File: config.mk
export PLATFORM = sky130hd
export DESIGN_NAME = go_arbiter
export DESIGN_NICKNAME = d
export VERILOG_FILES = /design/src/rtl/go_arbiter.sv
export SDC_FILE = /design/constraint.sdc
export NUM_CORES = 1
export LEC_CHECK = 0
export ABC_AREA = 0
export CORE_MARGIN = 4
export CORE_UTILIZATION = 40
export DETAILED_ROUTE_END_ITERATION = 10
export DONT_BUFFER_PORTS = 1
export HOLD_SLACK_MARGIN = 0.03
export PLACE_DENSITY = 0.57
export SKIP_CTS_REPAIR_TIMING = 1
export SLEW_MARGIN = 25
export SYNTH_ARGS = -nofsm -noshare
export SYNTH_HDL_FRONTEND = slang
export SYNTH_SLANG_ARGS = --single-unit
File: constraint.sdc
create_clock -name clock -period 1.6 [get_ports clock]
set_input_delay 0.32 -clock clock [delete_from_list [all_inputs] [get_ports clock]]
set_output_delay 0.32 -clock clock [all_outputs]
set_load 0.05 [all_outputs]
File: src/rtl/go_arbiter.sv
// Round-robin arbiter that hands a shared 4-phase go-sequencer to one of four requesters.
// It issues a one-cycle go, waits for the sequencer to start and then finish, and times out a stuck start.
module go_arbiter #(
  parameter int unsigned TIMEOUT = 8
) (
  input  logic       clock,
  input  logic       reset,
  input  logic [3:0] req,
  input  logic [1:0] seq_state,
  output logic       go,
  output logic [3:0] grant,
  output logic [3:0] done,
  output logic       err,
  output logic       busy
);

  localparam logic [3:0] TimeoutCnt = 4'(TIMEOUT);

  typedef enum logic [2:0] {
    StIdle,
    StIssue,
    StWaitStart,
    StRun,
    StDone
  } state_e;

  state_e     state_q, state_d;
  logic [1:0] ptr_q, ptr_d;
  logic [1:0] win_q, win_d;
  logic [3:0] cnt_q, cnt_d;
  logic       go_q, go_d;
  logic [3:0] grant_q, grant_d;
  logic [3:0] done_q, done_d;
  logic       err_q, err_d;
  logic       busy_q, busy_d;

  logic [1:0] sel;
  logic       found;

  // First active request at or after the pointer, wrapping 3 -> 0.
  always_comb begin
    sel   = ptr_q;
    found = 1'b0;
    for (int i = 0; i < 4; i++) begin
      logic [1:0] idx;
      idx = ptr_q + 2'(i);
      if (!found && req[idx]) begin
        found = 1'b1;
        sel   = idx;
      end
    end
  end

  always_comb begin
    state_d = state_q;
    ptr_d   = ptr_q;
    win_d   = win_q;
    cnt_d   = cnt_q;
    go_d    = 1'b0;
    grant_d = grant_q;
    done_d  = 4'b0000;
    err_d   = 1'b0;
    unique case (state_q)
      StIdle: begin
        if (found) begin
          win_d   = sel;
          grant_d = 4'b0001 << sel;
          go_d    = 1'b1;
          state_d = StIssue;
        end
      end
      StIssue: begin
        cnt_d   = 4'd0;
        state_d = StWaitStart;
      end
      StWaitStart: begin
        if (seq_state == 2'd1) begin
          state_d = StRun;
        end else if (cnt_q == TimeoutCnt) begin
          err_d   = 1'b1;
          grant_d = 4'b0000;
          ptr_d   = win_q + 2'd1;
          state_d = StIdle;
        end else begin
          cnt_d = cnt_q + 4'd1;
        end
      end
      StRun: begin
        if (seq_state == 2'd3) begin
          done_d  = grant_q;
          state_d = StDone;
        end
      end
      StDone: begin
        grant_d = 4'b0000;
        ptr_d   = win_q + 2'd1;
        state_d = StIdle;
      end
      default: begin
        grant_d = 4'b0000;
        state_d = StIdle;
      end
    endcase
    busy_d = (state_d != StIdle);
  end

  always_ff @(posedge clock or negedge reset) begin
    if (!reset) begin
      state_q <= StIdle;
      ptr_q   <= 2'd0;
      win_q   <= 2'd0;
      cnt_q   <= 4'd0;
      go_q    <= 1'b0;
      grant_q <= 4'b0000;
      done_q  <= 4'b0000;
      err_q   <= 1'b0;
      busy_q  <= 1'b0;
    end else begin
      state_q <= state_d;
      ptr_q   <= ptr_d;
      win_q   <= win_d;
      cnt_q   <= cnt_d;
      go_q    <= go_d;
      grant_q <= grant_d;
      done_q  <= done_d;
      err_q   <= err_d;
      busy_q  <= busy_d;
    end
  end

  assign go    = go_q;
  assign grant = grant_q;
  assign done  = done_q;
  assign err   = err_q;
  assign busy  = busy_q;

endmodule

==> flow_metrics.tcl <==
set metrics [dict create \
    outcome "finished with violations" \
    violations "negative setup slack" \
    netlist_instances 110 \
    antenna_found_initial 0 \
    placement.setup.worst_slack_ps -29.7 \
    numCtsBuffers 3 \
    postLayoutCellArea_um2 1380 \
    clkTransAtPathRegs_ps 130 \
    cts-root-buf "clkbuf_4" \
    io_pins 19 \
    arrival_ps 1810 \
    die-height_um 61.6 \
    yosysTopAreaCell "dfrtp_1" \
    rows 19 \
    viasPerCell 5.51 \
    synth_area_um2 1150 \
    maxSlewHeadroom_pct 68.8 \
    clk_latency_ps 310 \
    place_hpwl_mm 1.64 \
    synth-main-ff-cell "dfrtp_1" \
    io_buffers 0 \
    finalPower_mw 2.61 \
    synth_seq_cells 22 \
    placed_cell_area_um2 1260 \
    synth_area_leaders "dfrtp_1, nor3_1, o32ai_1" \
    synthArstFlopShare_pct 100 \
    final.setup.tns_ps -11.2 \
    worstMarginPinSlew_ps 468 \
    instances_no_fill 156 \
    power_density_nw_per_um2 1890 \
    max-cap-violations 0 \
    drt_iter0_drc 12 \
    leakagePower_nw 0.614 \
    die_area_um2 3800 \
    hold_path_class "in2reg" \
    drc 0 \
    vias 860 \
    cp-start-kind "flip-flop" \
    worstHoldStart "seq_state[1]" \
    ant_nets 0 \
    floorplan.initialDensity_pct 41.7 \
    cts_buffer_depth 2 \
    fmax_ghz 0.621 \
    grt_overflow 0 \
    ys_warn_count 0 \
    wl_per_cell_um 14.7 \
    multi_input_area_um2 576 \
    synth_top_area_share_pct 47.8 \
    nets 136 \
    drt_wl_total_mm 2.30 \
    first_pass_iters 5 \
    hold_violations 0 \
    post-route-min-period_ps 1610 \
    fillers 248 \
    synth_enable_flop_cells 0 \
    area_delta_synth_final_pct 20.1 \
    dp_cells 149 \
    seq_area_frac_synth_pct 47.8 \
    worstSetupPathType "reg2reg" \
    grt_max_degree 23 \
    grt_pass1_vias 808 \
    syn_nets 120 \
    rsz0062_at_grt "yes" \
    avgSynthCellArea_um2 10.5 \
    place_congestion 0.739 \
    core_area_um2 2760 \
    synthSimpleGateAreaFrac_pct 22.7 \
    synth_compound_area_share_pct 16.8 \
    slew_violations 0 \
    fin_skew_ps 10.5 \
    grt_usage_pct 12.7 \
    synth_top_family_by_area "simple AND/OR/NAND/NOR gates" \
    yosys.area_share.xor_xnor_pct 0.761 \
    synth_cell_types 39 \
    setup_violations 1 \
    yosysMostFrequentCell "dfrtp_1" \
    endpoint_kind "flip-flop" \
    clock_sinks 22 \
    final_layout_size_suffix_gt1_share_pct 28.0 \
    irDropWorstVdd_uv 1020 \
    synth_common_cells "dfrtp_1, inv_1, nor3_1" \
    grt_pass1_wl_mm 3.62 \
    h-tree-depth 1 \
    synthAdderAreaFrac_pct 2.17 \
    cts_tree "done" \
    finalCritPeriodShare_pct 101 \
    synthMuxAreaShare_pct 4.67 \
    crit_fanout 7 \
    ff_latch_area_um2 551 \
    worstPathRequired_ps 1800 \
    antenna_cells 0 \
    die_w_um 61.6 \
    setup.worst_path.start "cnt_q[0]" \
    fin_ws_ps -11.2 \
    r2r-start "cnt_q[0]" \
]
[power by group]
group / switching, mW / internal [mW]
clock network: 0.172 / 0.253
registers: 0.381 / 0.729
logic: 0.523 / 0.557
[final cells by class]
type | count | area share [%]
Clock inverter | 1 | 2.17
Clock buffer | 3 | 1.63
Timing Repair Buffer | 15 | 9.50
Sequential cell | 22 | 39.8
Inverter | 9 | 2.44
Tap cell | 31 | 2.81
Multi-Input combinational cell | 75 | 41.6
[state kept, by name (all words and copies together), names as in the netlist]
signal   flops
state_q      3
err          1
ptr_q        2
done         4
win_q        2
go           1
grant        4
busy         1
cnt_q        4
[critical path, stage by stage (launching register included)]
cell	delay, ps
dfrtp_1	360
inv_1	50
ha_2	170
and3b_4	200
nor4b_4	220
buf_6	160
a41oi_2	110
a211o_1	230
[metal layers]
layer / global-route usage, % / wire [um]
met1: 17.3 / 1100
met2: 19.1 / 1060
met3: 3.56 / 118
met4: 4.55 / 13
met5: 0 / 0
[final timing paths]
| path | end | slack [ps] | depth (start not counted) |
|---|---|---|---|
| max in group asynchronous | state_q[2] | 1040 | 2 |
| min in group asynchronous | done[0] | 410 | 2 |
| worst min-delay path | done[2] | 240 | 2 |
| worst max-delay path | cnt_q[3] | -10 | 7 |
| worst max register to register | cnt_q[3] | -10 | 7 |
| worst min register to register | win_q[1] | 540 | 1 |
[cells by family after synthesis]
logic type,after synthesis
buf+inv,13
fa+ha+maj,2
mux,5
compound gates,27
simple gates,40
xor+xnor,1
flops,22
[cell usage in the layout, fill, tap and decap left out, types with 2 or more instances in the layout]
master	count
buf_4	12
inv_1	8
mux2_4	2
o2bb2ai_1	2
o31ai_1	2
nand3_1	3
mux2i_1	2
nand2_1	6
dfrtp_1	22
nor2b_1	4
nor2_1	6
a211o_1	2
a21oi_2	3
a21oi_1	3
or2_2	3
o21ai_0	4
clkbuf_4	3
nand2b_1	2
nor3_1	7
o32ai_1	4
[through the flow]
stage / utilization (%) / hold slack (ps)
floorplan: - / 24.4
global placement: 45.6 / 25.0
detailed placement: 45.6 / 25.0
CTS: 47.5 / -321
global route: 50.1 / 242
finish: 50.1 / 245
Power figures use the tool's default switching activity.
